## src/rtl/map_pkg.sv

```systemverilog
// map_pkg: shared widths, tile codes, requester and sequencer encodings for the map RAM arbiter
package map_pkg;
  localparam int ADDR_W    = 10;
  localparam int DATA_W    = 4;
  localparam int MAP_TILES = 300;
  localparam int N_BLAST   = 10;
  localparam int IDX_W     = $clog2(N_BLAST);
  typedef enum logic [DATA_W-1:0] {
    TILE_EMPTY    = 4'h0,
    TILE_WALL     = 4'h1,
    TILE_BRICK    = 4'h2,
    TILE_SPEED_PU = 4'h3,
    TILE_LIVES_PU = 4'h4
  } tile_e;
  typedef enum logic [1:0] {REQ_P1, REQ_P2, REQ_BLAST} req_e;
  typedef enum logic [2:0] {B_IDLE, B_CHECK, B_RD, B_WAIT, B_WR, B_NEXT, B_DONE} blast_st_e;
  // Round-robin successor: P1 -> P2 -> BLAST -> P1
  function automatic req_e req_after(input req_e r);
    return r == REQ_P1 ? REQ_P2 : r == REQ_P2 ? REQ_BLAST : REQ_P1;
  endfunction
endpackage

```

## src/rtl/blast_clear_seq.sv

```systemverilog
// blast_clear_seq: walks the latched blast list and overwrites BRICK tiles with EMPTY through the arbiter
module blast_clear_seq
  import map_pkg::*;
(
  input  logic                           Clk,
  input  logic                           Reset_n,
  input  logic                           i_start,
  input  logic [N_BLAST-1:0][ADDR_W-1:0] i_list,
  input  logic                           i_gnt,
  input  logic                           i_rvalid,
  input  logic [DATA_W-1:0]              i_rdata,
  output logic                           o_req,
  output logic                           o_we,
  output logic [ADDR_W-1:0]              o_addr,
  output logic [DATA_W-1:0]              o_wdata,
  output logic                           o_busy,
  output logic                           o_done
);
  blast_st_e                     r_state, w_next;
  logic [N_BLAST-1:0][ADDR_W-1:0] r_list;
  logic [IDX_W-1:0]              r_idx;
  logic [ADDR_W-1:0]             w_cur;

  assign w_cur   = r_list[r_idx];
  assign o_req   = (r_state == B_RD) || (r_state == B_WR);
  assign o_we    = r_state == B_WR;
  assign o_addr  = w_cur;
  assign o_wdata = TILE_EMPTY;
  assign o_busy  = (r_state != B_IDLE) && (r_state != B_DONE);
  assign o_done  = r_state == B_DONE;

  // Next state: out-of-map entries are skipped, only a BRICK read leads to a write
  always_comb begin
    w_next = r_state;
    case (r_state)
      B_IDLE:  w_next = i_start ? B_CHECK : B_IDLE;
      B_CHECK: w_next = (w_cur >= ADDR_W'(MAP_TILES)) ? B_NEXT : B_RD;
      B_RD:    w_next = i_gnt ? B_WAIT : B_RD;
      B_WAIT:  w_next = !i_rvalid ? B_WAIT : (i_rdata == TILE_BRICK) ? B_WR : B_NEXT;
      B_WR:    w_next = i_gnt ? B_NEXT : B_WR;
      B_NEXT:  w_next = (r_idx == IDX_W'(N_BLAST-1)) ? B_DONE : B_CHECK;
      B_DONE:  w_next = B_IDLE;
      default: w_next = B_IDLE;
    endcase
  end

  // State, list latch (only from IDLE, so a start while busy is ignored) and index
  always_ff @(posedge Clk or negedge Reset_n) begin
    if (!Reset_n) begin
      r_state <= B_IDLE;
      r_list  <= '0;
      r_idx   <= '0;
    end else begin
      r_state <= w_next;
      if (r_state == B_IDLE && i_start) begin
        r_list <= i_list;
        r_idx  <= '0;
      end
      if (r_state == B_NEXT && w_next == B_CHECK) r_idx <= r_idx + IDX_W'(1);
    end
  end
endmodule

```

## src/rtl/map_ram_arbiter.sv

```systemverilog
// map_ram_arbiter: single-port tile-map RAM owner; video has priority, P1/P2/BLAST share the rest round-robin
module map_ram_arbiter
  import map_pkg::*;
(
  input  logic                           Clk,
  input  logic                           Reset_n,
  input  logic                           vid_req,
  input  logic [ADDR_W-1:0]              vid_addr,
  output logic                           vid_rvalid,
  output logic [DATA_W-1:0]              vid_rdata,
  input  logic                           p1_req,
  input  logic [ADDR_W-1:0]              p1_addr,
  output logic                           p1_gnt,
  output logic                           p1_rvalid,
  output logic [DATA_W-1:0]              p1_rdata,
  input  logic                           p2_req,
  input  logic [ADDR_W-1:0]              p2_addr,
  output logic                           p2_gnt,
  output logic                           p2_rvalid,
  output logic [DATA_W-1:0]              p2_rdata,
  input  logic                           blast_start,
  input  logic [N_BLAST-1:0][ADDR_W-1:0] blast_addr,
  output logic                           blast_busy,
  output logic                           blast_done,
  output logic [ADDR_W-1:0]              ram_addr,
  output logic                           ram_we,
  output logic [DATA_W-1:0]              ram_wdata,
  input  logic [DATA_W-1:0]              ram_rdata
);
  logic              w_bl_req, w_bl_we, w_bl_gnt, w_vid, w_any;
  logic [ADDR_W-1:0] w_bl_addr;
  logic [DATA_W-1:0] w_bl_wdata;
  logic [2:0]        w_req;
  req_e              w_c1, w_c2, w_win, r_ptr;
  logic [ADDR_W-1:0] r_addr;
  logic              r_vid_rv, r_p1_rv, r_p2_rv, r_bl_rv;

  blast_clear_seq u_seq (
    .Clk      (Clk),
    .Reset_n  (Reset_n),
    .i_start  (blast_start),
    .i_list   (blast_addr),
    .i_gnt    (w_bl_gnt),
    .i_rvalid (r_bl_rv),
    .i_rdata  (ram_rdata),
    .o_req    (w_bl_req),
    .o_we     (w_bl_we),
    .o_addr   (w_bl_addr),
    .o_wdata  (w_bl_wdata),
    .o_busy   (blast_busy),
    .o_done   (blast_done)
  );

  // Reset gates the combinational grant path so the port is quiet with no clock
  assign w_vid = Reset_n & vid_req;
  assign w_req = {w_bl_req, p2_req, p1_req} & {3{Reset_n & ~vid_req}};

  // First requester at or after the pointer wins
  always_comb begin
    w_c1  = req_after(r_ptr);
    w_c2  = req_after(w_c1);
    w_any = |w_req;
    w_win = w_req[r_ptr] ? r_ptr : w_req[w_c1] ? w_c1 : w_c2;
  end

  assign p1_gnt     = w_any && w_win == REQ_P1;
  assign p2_gnt     = w_any && w_win == REQ_P2;
  assign w_bl_gnt   = w_any && w_win == REQ_BLAST;
  assign ram_addr   = w_vid ? vid_addr : !w_any ? r_addr :
                      w_win == REQ_P1 ? p1_addr : w_win == REQ_P2 ? p2_addr : w_bl_addr;
  assign ram_we     = w_bl_gnt & w_bl_we;
  assign ram_wdata  = ram_we ? w_bl_wdata : '0;
  assign vid_rvalid = r_vid_rv;
  assign p1_rvalid  = r_p1_rv;
  assign p2_rvalid  = r_p2_rv;
  assign vid_rdata  = r_vid_rv ? ram_rdata : '0;
  assign p1_rdata   = r_p1_rv ? ram_rdata : '0;
  assign p2_rdata   = r_p2_rv ? ram_rdata : '0;

  // Pointer advance past the winner, held address, and one-cycle-late read valids
  always_ff @(posedge Clk or negedge Reset_n) begin
    if (!Reset_n) begin
      r_ptr    <= REQ_P1;
      r_addr   <= '0;
      r_vid_rv <= 1'b0;
      r_p1_rv  <= 1'b0;
      r_p2_rv  <= 1'b0;
      r_bl_rv  <= 1'b0;
    end else begin
      r_addr   <= ram_addr;
      r_vid_rv <= w_vid;
      r_p1_rv  <= p1_gnt;
      r_p2_rv  <= p2_gnt;
      r_bl_rv  <= w_bl_gnt & ~w_bl_we;
      if (w_any) r_ptr <= req_after(w_win);
    end
  end
endmodule

```

## config.mk

```make
export PLATFORM = sky130hd
export DESIGN_NAME = map_ram_arbiter
export DESIGN_NICKNAME = d
export VERILOG_FILES = /design/src/rtl/map_pkg.sv /design/src/rtl/blast_clear_seq.sv /design/src/rtl/map_ram_arbiter.sv
export SDC_FILE = /design/constraint.sdc
export NUM_CORES = 1
export LEC_CHECK = 0
export BUFFER_PORTS_ARGS = -buffer_cell sky130_fd_sc_hd__buf_2
export CAP_MARGIN = 5
export CORE_MARGIN = 8
export CORE_UTILIZATION = 35
export CTS_CLUSTER_SIZE = 8
export DETAILED_ROUTE_END_ITERATION = 7
export GPL_TIMING_DRIVEN = 1
export HOLD_SLACK_MARGIN = 0.05
export MAX_ROUTING_LAYER = met4
export SLEW_MARGIN = 25
export SYNTH_ARGS = -nofsm -noshare
export SYNTH_HDL_FRONTEND = slang
export SYNTH_SLANG_ARGS = --single-unit
```

## constraint.sdc

```tcl
create_clock -name Clk -period 3.2 [get_ports Clk]
set_input_delay 0.32 -clock Clk [delete_from_list [all_inputs] [get_ports Clk]]
set_output_delay 0.32 -clock Clk [all_outputs]
set_load 0.02 [all_outputs]
```

## Word level (Yosys, flattened, before mapping)

Index checks and enable logic that the tools add are counted.
W data, S select, Z words.

| operators by class | value |
|---|---|
| $add $sub $neg | 1 |
| multipliers | 0 |
| div/mod/pow operators | 0 |
| $lt $le $gt $ge | 4 |
| eq/ne operators | 14 |
| shift operators | 0 |
| multiplexer cells | 31 |
| bitwise gates (word level) | 7 |
| reductions and logical operators | 14 |

Operator list:

| cell | count |
|---|---|
| $mux W10 | 5 |
| $bmux W10 S4 | 1 |
| $mux W4 | 5 |
| $pmux W3 S6 | 1 |
| $mux W2 | 8 |
| $ge A10 B9 Y1 const B | 1 |
| $eq A3 B3 Y1 const B | 3 |
| $mux W3 | 3 |
| $eq A2 B1 Y1 const B | 3 |
| $eq A3 B1 Y1 const B | 2 |
| $eq A3 B2 Y1 const B | 2 |
| $logic_and A1 B1 Y1 | 6 |
| $logic_not A2 Y1 | 3 |
| $lt A2 B3 Y1 const B | 2 |
| $mux W1 | 6 |
| $lt A4 B5 Y1 const B | 1 |
| $add A4 B1 Y4 const B | 1 |
| $and A1 B1 Y1 | 4 |
| $bmux W1 S2 | 2 |
| $eq A4 B2 Y1 const B | 1 |
| $eq A4 B4 Y1 const B | 1 |
| $and A3 B3 Y3 | 1 |
| $logic_not A3 Y1 | 1 |
| $ne A3 B3 Y1 const B | 1 |
| 6 further kinds | 7 |

| word-level totals | value |
|---|---|
| register bits after elaboration | 123 |
| latch bits | 0 |
| bits in writable memories | 0 |
| bits in read-only memories | 0 |
| input bits | 140 |
| output and inout bits | 34 |
| word-level logic and storage cells | 89 |
| memories | 0 |

## Logic depth before layout (Yosys ltp)

Gate-level depths: netlist of the first run.

| logic depth | value |
|---|---|
| depth in word-level cells | 15 |
| depth in mapped cells | 9 |
| depth with buffers taken out | 7 |

## Hierarchy

Synthesis of the first run repeated with hierarchy kept, for this count alone.

| unflattened totals | value |
|---|---|
| cell total of the unflattened synthesis | 501 |
| area, all modules | 6329.8 µm² |

Modules (own cells, without submodules):

| module | instances | cells each | area each (µm²) | seq. area each (µm²) |
|---|---|---|---|---|
| blast_clear_seq | 1 | 365 | 5104.9 | 2677.6 |
| map_ram_arbiter | 1 | 136 | 1224.9 | 400.4 |

## Worst setup path after synthesis of the first run

No wires, ideal clock.

| timing path | value |
|---|---|
| path kind | reg2out |
| from | register u_seq.r_state[1] |
| to | output port ram_addr[4] |
| data arrival time | 2.181 ns |
| data required time | 2.880 ns |
| slack | 0.699 ns |
| stages on the path, launching flop included | 7 |
| path buffers | 1 |
| cells stage by stage | dfrtp_1 > buf_6 > xnor2_2 > o21bai_1 > a2111oi_2 > a22oi_1 > a31oi_1 |

| on the way | value |
|---|---|
| cells in the longest elaborated chain, start to end | 12 |
| elaborated cells on any way between the ends | 17 |
| classes of those cells | eq/ne: 3; mux: 10; bitwise: 1; reduce/logical: 3 |

RTL lines:

| element | RTL line | source |
|---|---|---|
| from (decl) | blast_clear_seq.sv:19 | `blast_st_e r_state, w_next;` |
| from (signal assigned) | blast_clear_seq.sv:54 | `r_state <= w_next;` |
| $eq A3 B2 Y1 or $eq A3 B3 Y1 (tied branches) | blast_clear_seq.sv:25 | `assign o_req = (r_state == B_RD) \|\| (r_state == B_WR);` |
| $logic_or A1 B1 Y1 (*) | blast_clear_seq.sv:25 |  |
| $and A3 B3 Y3 (*) | map_ram_arbiter.sv:56 | `assign w_req = {w_bl_req, p2_req, p1_req} & {3{Reset_n & ~vid_req}};` |
| $bmux W1 S2 | map_ram_arbiter.sv:63 | `w_win = w_req[r_ptr] ? r_ptr : w_req[w_c1] ? w_c1 : w_c2;` |
| $mux W1 (implied by the code) | map_ram_arbiter.sv:63 |  |
| $mux W2 (2 in a row) | map_ram_arbiter.sv:63 |  |
| $eq A2 B1 Y1 | map_ram_arbiter.sv:70 | `w_win == REQ_P1 ? p1_addr : w_win == REQ_P2 ? p2_addr : w_bl_addr;` |
| $mux W10 (2 in a row) | map_ram_arbiter.sv:70 |  |
| $mux W10 (*) (2 in a row) | map_ram_arbiter.sv:69 | `assign ram_addr = w_vid ? vid_addr : !w_any ? r_addr :` |
| to (decl) | map_ram_arbiter.sv:25 | `output logic [ADDR_W-1:0] ram_addr,` |

Mark *: on every way between the ends. The rest lies on a longest branch, timed or not. The select of a mux whose other input is x is not followed.

## Worst setup path after layout of the first run

| timing path | value |
|---|---|
| from | register u_seq.r_state[1] |
| to | output port ram_addr[7] |

Same word-level chain as after synthesis.

==> results of run 1 <==
==> worst max-delay path, cell delays in order (launching register included) <==
cell       delay (ns)
dfrtp_1          0.49
xnor2_2          0.22
or4_1            0.53
and3_1           0.35
a2bb2oi_1        0.21
a31oi_1          0.26
buf_2            0.23
==> kinds of logic after synthesis <==
family | synth area share (%)
AND/OR/NAND/NOR | 25.9
flip-flops | 49.3
AO/OA/AOI/OAI | 10.7
buffers and inverters | 4.77
multiplexers | 8.61
adder cells (fa/ha/maj) | 0.401
other | 0.0601
XOR/XNOR | 0.261
==> synth_stat cells (6+ instances only) <==
library cell  instances  share of area, %
nand2b_1             11               1.1
nand2_1             309                19
o21ai_0              13               1.0
buf_4                11               1.3
clkbuf_1             29               1.7
nand3_1              10              0.80
nor2_1               13              0.78
mux2i_1              30               4.8
a31oi_1               8              0.80
o22ai_1              17               1.7
dfrtp_1             123                49
inv_1                10              0.60
a2bb2oi_1             8               1.1
a22oi_1               6              0.72
a21oi_1               8              0.64
mux4_2                8               2.9
and2_1               12               1.2
==> timing repair <==
action                     4_1_cts  5_1_grt
setup buffers                    0        1
hold endpoints to repair         5        0
resized for setup                1        0
hold buffers                     1        0
setup endpoints to repair        1        2
pin swaps                        0        0
==> area by class of cell <==
type | instances | share of cell area [%]
Sequential cell | 123 | 39.1
Inverter | 11 | 0.524
Clock inverter | 13 | 2.11
Tap cell | 229 | 3.63
Timing Repair Buffer | 182 | 12.4
Multi-Input combinational cell | 525 | 36.6
Clock buffer | 19 | 5.62
==> worst paths after layout <==
| path | startpoint | endpoint | slack [ns] | depth (start not counted) |
|---|---|---|---|---|
| min in group asynchronous | Reset_n | u_seq.r_idx[3]$_DFFE_PN0P_ | 0.17 | 2 |
| min | blast_addr[29] | u_seq.r_list[29]$_DFFE_PN0P_ | 0.09 | 3 |
| min reg2reg | u_seq.r_list[88]$_DFFE_PN0P_ | u_seq.r_list[88]$_DFFE_PN0P_ | 0.47 | 2 |
| max in group asynchronous | Reset_n | u_seq.r_list[87]$_DFFE_PN0P_ | 1.77 | 3 |
| max reg2reg | u_seq.r_idx[0]$_DFFE_PN0P_ | u_seq.r_state[2]$_DFF_PN0_ | 0.93 | 6 |
| max | u_seq.r_state[1]$_DFF_PN0_ | ram_addr[7] | 0.17 | 6 |
==> metal layers <==
metal / vias to the layer above / global-route usage (%) / wire, microns
met3: 19 / 4.41 / 1290
li1: 2667 / - / -
met1: 2565 / 23.0 / 8660
met4: 0 / 5.25 / 231
met5: - / - / 0
met2: 183 / 26.7 / 8640
==> power by group <==
group	leakage (nW)	switching (W)	total (W)	internal (W)
registers	1.53	0.000450	0.00269	0.00224
logic	2.20	0.00166	0.00282	0.00116
clock network	0.290	0.000724	0.00197	0.00125
total	4.02	0.00283	0.00748	0.00464
==> registers in the layout, summed over array words and instances (netlist names) <==
name and count:
p1_rvalid 1, u_seq.r_idx 4, u_seq.r_state 3, r_bl_rv 1, vid_rvalid 1, r_addr 10
p2_rvalid 1, r_ptr 2, u_seq.r_list 100
==> per-stage QoR <==
| stage | total power, W | cells | instance area (sq um) |
|---|---|---|---|
| 2_1_floorplan | 0.00464 | 707 | 6250 |
| 3_3_place_gp | 0.00545 | 1067 | 7230 |
| 3_5_place_dp | 0.00552 | 1068 | 7250 |
| 4_1_cts | 0.00753 | 1101 | 7870 |
| 5_1_grt | 0.00801 | 1102 | 7880 |
| 6_report | 0.00748 | 1102 | 7880 |
==> run summary, run 1 <==
=======================================================================================
Outcome .................................................................. complete, no violations
Share of layout cells above drive strength 1 .............................        27.3%
Number of storage elements in the synthesis netlist ......................          123
Core Box Area ............................................................ 17,700 sq um
Cell count after synthesis ...............................................          704
Number of violations reported at the end of detailed-routing iteration 0 .          343
Y dimension of the die ...................................................  149 microns
Sum of routed wire length over all layers ................................ 18,800 microns
Total global routing overflow ............................................            0
Area overhead of the layout relative to synthesis ........................        26.4%
Hold Fails Final Rpt .....................................................            0
Final clock skew .........................................................   0.00807 ns
Startpoint kind of the worst setup timing path ...........................    flip-flop
Number of enable flip-flop cells after synthesis .........................            0
Num Clock Sinks ..........................................................          123
DRT antenna net count ....................................................            0
Count of final setup violators ...........................................            0
Final-layout worst hold slack ............................................    0.0898 ns
Clock tree from TritonCTS ................................................          yes
Dominant synthesized flop cell ...........................................      dfrtp_1
Clock insertion delay at the later pin of the skew report ................      0.42 ns
Initial antenna violation count ..........................................            0
Post-route clock period utilization ......................................        94.5%
Maximum capacitance violations ...........................................            0
Required time worst endpoint .............................................      2.88 ns
Setup crit end kind ......................................................  output port
Root Buffer Master .......................................................    clkbuf_16
Synthesized area per cell ................................................   8.86 sq um
Total power density per cell area ........................................  949 nW/um^2
Final-report max-slew violation count ....................................            0
Total of buffers placed on input and output ports ........................          169
Area used by multi-input combinational logic .............................   2880 sq um
Die W ....................................................................  149 microns
Most frequent cells in the layout ........................................ 309 x nand2_1, 168 x buf_2, 122 x dfrtp_1
Drt via density ..........................................................         4.93
Data arrival time of the critical path ...................................      2.71 ns
Drc violations ...........................................................            0
Transition time at the pin with the least slew margin ....................     0.797 ns
Type of the setup path with the least slack ..............................      reg2out
Global-route usage over all layers .......................................        17.6%
Max-Slew Margin vs Limit .................................................        46.8%
Achievable frequency .....................................................      331 MHz
Utilization of the core after routing ....................................        44.5%
DR pass1 iterations ......................................................            4
Synthesized area .........................................................   6240 sq um
TritonCTS buffer count ...................................................           17
Vias in the first global route ...........................................        5,569
Static Leak ..............................................................      4.02 nW
Diodes inserted ..........................................................            0
Yosys warning total ......................................................            0
Pin count of the biggest net entering global routing .....................          102
Fraction of the yosys area taken by sequential cells .....................        49.3%
DIE AREA ................................................................. 22,300 sq um
RSZ-0062 raised after global routing .....................................        false
Routed length per instance ............................................... 17.1 microns
First-pass GRT wire length ............................................... 29,800 microns
Max rail drop VDD ........................................................       457 uV
Clock-pin slew of the registers on the worst-case setup and hold paths ...      0.06 ns
H-Tree Level Count .......................................................            4
Max clock buf depth ......................................................            2
Class of the tightest hold or removal check ..............................       in2reg
Post-detail-place hpwl ................................................... 14,100 microns
Distinct cells, synth ....................................................           58
Top-Level Pins ...........................................................          174
Worst-case setup slack after placement ...................................     0.424 ns
Proportion of synthesized flip-flops having asynchronous set or reset ....         100%
Nets .....................................................................        1,002
Setup slack of the critical path after layout ............................     0.175 ns
TNS Setup ................................................................         0 ns
Area taken by flip-flops and latches .....................................   3080 sq um
Maximum net fanout on the critical path ..................................           14
Total number of placement rows ...........................................           49
Starting density of the core .............................................        35.2%
Post-layout min period ...................................................      3.03 ns
Most common cell after layout, fill and taps aside .......................      nand2_1
RePlAce Congestion .......................................................        0.874
Fillers ..................................................................        1,755
Via count ................................................................        5,434
=======================================================================================
(Power assumes the default switching activity.)
==> run 2, diff against run 1 <==
--- a/config.mk
+++ b/config.mk
@@ -5,12 +5,12 @@
 export SDC_FILE = /design/constraint.sdc
 export NUM_CORES = 1
 export LEC_CHECK = 0
-export BUFFER_PORTS_ARGS = -buffer_cell sky130_fd_sc_hd__buf_2
 export CAP_MARGIN = 5
 export CORE_MARGIN = 8
 export CORE_UTILIZATION = 35
 export CTS_CLUSTER_SIZE = 8
 export DETAILED_ROUTE_END_ITERATION = 7
+export DONT_BUFFER_PORTS = 1
 export GPL_TIMING_DRIVEN = 1
 export HOLD_SLACK_MARGIN = 0.05
 export MAX_ROUTING_LAYER = met4
==> run summary, run 2 (synthesis results as in run 1) <==
=======================================================================================
Sum of routed wire length over all layers ................................ 19,100 microns
Largest delay share family, worst path ................................... simple AND/OR/NAND/NOR gates
Top-Level Pins ...........................................................          174
Most flop-heavy register ................................................. u_seq.r_list
Cell Chain, Critical Path ................................................ xnor2_2 > or4_1 > and3_1 > a2bb2oi_1 > a31oi_1
Startpoint kind of the worst setup timing path ...........................    flip-flop
Setup crit end kind ......................................................  output port
TritonCTS buffer count ...................................................           17
Most frequent cells in the layout ........................................ 309 x nand2_1, 122 x dfrtp_1, 97 x dlygate4sd3_1
Root Buffer Master .......................................................    clkbuf_16
Achievable frequency .....................................................      330 MHz
Worst-case hold path end point ........................................... u_seq.r_list[78]$_DFFE_PN0P_
Data arrival time of the critical path ...................................      2.71 ns
Drc violations ...........................................................            0
RePlAce Congestion .......................................................        0.860
Slowest cell on the critical path ........................................        or4_1
Area overhead of the layout relative to synthesis ........................        28.7%
Y dimension of the die ...................................................  149 microns
Initial antenna violation count ..........................................            1
Static Leak ..............................................................      3.75 nW
Type of the setup path with the least slack ..............................      reg2out
H-Tree Level Count .......................................................            4
Nets .....................................................................          930
Required time worst endpoint .............................................      2.88 ns
Reg2Reg Depth ............................................................            6
Vias in the first global route ...........................................        5,472
Top Registers ............................................................ u_seq.r_list (100), r_addr (10), u_seq.r_idx (4)
Hold Fails Final Rpt .....................................................            0
Gr busiest metal .........................................................         met2
Reg-to-reg endpoint ...................................................... r_addr[6]$_DFF_PN0_
Net Switching ............................................................    0.00288 W
Met2 Usage GRT ...........................................................        28.5%
Total global routing overflow ............................................            0
Reg-to-reg slack, setup ..................................................      0.69 ns
Clock tree from TritonCTS ................................................          yes
TNS Setup ................................................................         0 ns
Proportion of power drawn by flip-flops and latches ......................        35.9%
Most common cell after layout, fill and taps aside .......................      nand2_1
Combinational group share of total power .................................        37.6%
Summed area of non-filler cells in the final layout ......................   8030 sq um
Internal power contribution ..............................................    0.00456 W
Total buffers and inverters traversed by the critical path ...............            0
First-pass GRT wire length ............................................... 30,000 microns
Global-route usage over all layers .......................................        17.8%
Diodes inserted ..........................................................            0
Post-route clock period utilization ......................................        94.8%
Share of layout cells above drive strength 1 .............................        8.99%
Worst R2R Start .......................................................... u_seq.r_idx[1]$_DFFE_PN0P_
Global routing usage on met3 .............................................        4.66%
Max clock buf depth ......................................................            2
DIE AREA ................................................................. 22,300 sq um
Starting density of the core .............................................        35.2%
Clock insertion delay at the later pin of the skew report ................      0.42 ns
Total number of placement rows ...........................................           49
Pin count of the biggest net entering global routing .....................          124
Routed length per instance ............................................... 18.6 microns
Post-detail-place hpwl ................................................... 13,200 microns
Max-Slew Margin vs Limit .................................................        52.9%
Final-report max-slew violation count ....................................            0
Drt via density ..........................................................         5.11
Outcome .................................................................. complete, no violations
Post-CTS Setup Inserts ...................................................            0
PnR Total Power ..........................................................    0.00744 W
Class of the tightest hold or removal check ..............................       in2reg
Number of flip-flops under the largest register name .....................          100
Final clock skew .........................................................    0.0246 ns
Portion of total power attributed to the clock network ...................        26.5%
Max rail drop VDD ........................................................       451 uV
Slowest cell delay on critical path ......................................      0.52 ns
Origin of the worst min-delay path ....................................... blast_addr[78]
Number of violations reported at the end of detailed-routing iteration 0 .          272
Clock-pin slew of the registers on the worst-case setup and hold paths ...      0.06 ns
Num Clock Sinks ..........................................................          123
Cell count of the worst hold path ........................................            2
Total of buffers placed on input and output ports ........................            0
Global-route track usage on met1 .........................................        21.8%
Count of final setup violators ...........................................            0
Maximum capacitance violations ...........................................            0
Maximum net fanout on the critical path ..................................           14
Via count ................................................................        5,259
DRT antenna net count ....................................................            0
Total power density per cell area ........................................  927 nW/um^2
DR pass1 iterations ......................................................            5
Post-layout min period ...................................................      3.03 ns
Post-place instance area .................................................   6420 sq um
Transition time at the pin with the least slew margin ....................     0.697 ns
RSZ-0062 raised after global routing .....................................        false
Proportion of total power due to net switching ...........................        38.7%
Core Box Area ............................................................ 17,700 sq um
Die W ....................................................................  149 microns
=======================================================================================
[run 2: changes by cell type in the layout (fill, tap and decap cells not counted), moves of 2 or more]
cell,change
buf_2,-168
inv_6,+2
inv_8,+4
dlygate4sd3_1,+96
[run 2: layout make-up]
cell class	count	area (sq um)
tap	229	287
timing repair buffer	110	1130
multi-input combinational	525	2890
inverter	11	41.3
sequential	123	3080
clock buffer	17	425
fill	1672	9690
clock inverter	15	178
[run 2: worst max path at each step]
| stage | startpoint | endpoint | slack (ns) | depth (start not counted) |
|---|---|---|---|---|
| after floorplan | u_seq.r_state[1]$_DFF_PN0_ | ram_addr[4] | 0.70 | 6 |
| after global placement | u_seq.r_state[1]$_DFF_PN0_ | ram_addr[4] | 0.60 | 6 |
| final | u_seq.r_state[1]$_DFF_PN0_ | ram_addr[6] | 0.17 | 5 |
| after CTS | u_seq.r_state[1]$_DFF_PN0_ | ram_addr[4] | 0.07 | 6 |
| after detailed placement | u_seq.r_state[1]$_DFF_PN0_ | ram_addr[1] | 0.56 | 5 |
| after global routing | u_seq.r_idx[1]$_DFFE_PN0P_ | ram_addr[9] | 0.006 | 7 |
[run 2: routing by layer]
| metal | wire, microns | up-vias | part of all wire (%) |
|---|---|---|---|
| met5 | 0 | - | 0 |
| met4 | 229 | 0 | 1.2 |
| met2 | 9280 | 208 | 49 |
| li1 | - | 2524 | - |
| met3 | 1610 | 16 | 8.4 |
| met1 | 7990 | 2511 | 42 |
[run 2: power by group through the flow]
stage / Combinational [W] / Sequential, W / Clock, W
after floorplan: 0.00214 / 0.00251 / 0
after global placement: 0.00261 / 0.00268 / 0
after detailed placement: 0.00268 / 0.00269 / 0
after CTS: 0.00283 / 0.00267 / 0.00201
after global routing: 0.00314 / 0.00275 / 0.00209
final: 0.00280 / 0.00267 / 0.00197
[run 2: what timing repair did]
action	CTS	global route
hold buffers	95	3
endpoints found under the setup margin	0	2
gates resized for setup	0	2
hold endpoints to repair	216	3
[run 2: stage by stage]
stage	worst slack, ns	hold slack, ns	instances	util, %
global placement	0.595	0.0313	899	36.1
global route	0.00582	0.0516	1030	45.3
detailed placement	0.563	0.0310	900	36.2
CTS	0.0654	0.0516	1027	45.1
finish	0.166	0.0709	1030	45.3
floorplan	0.699	0.0244	707	-
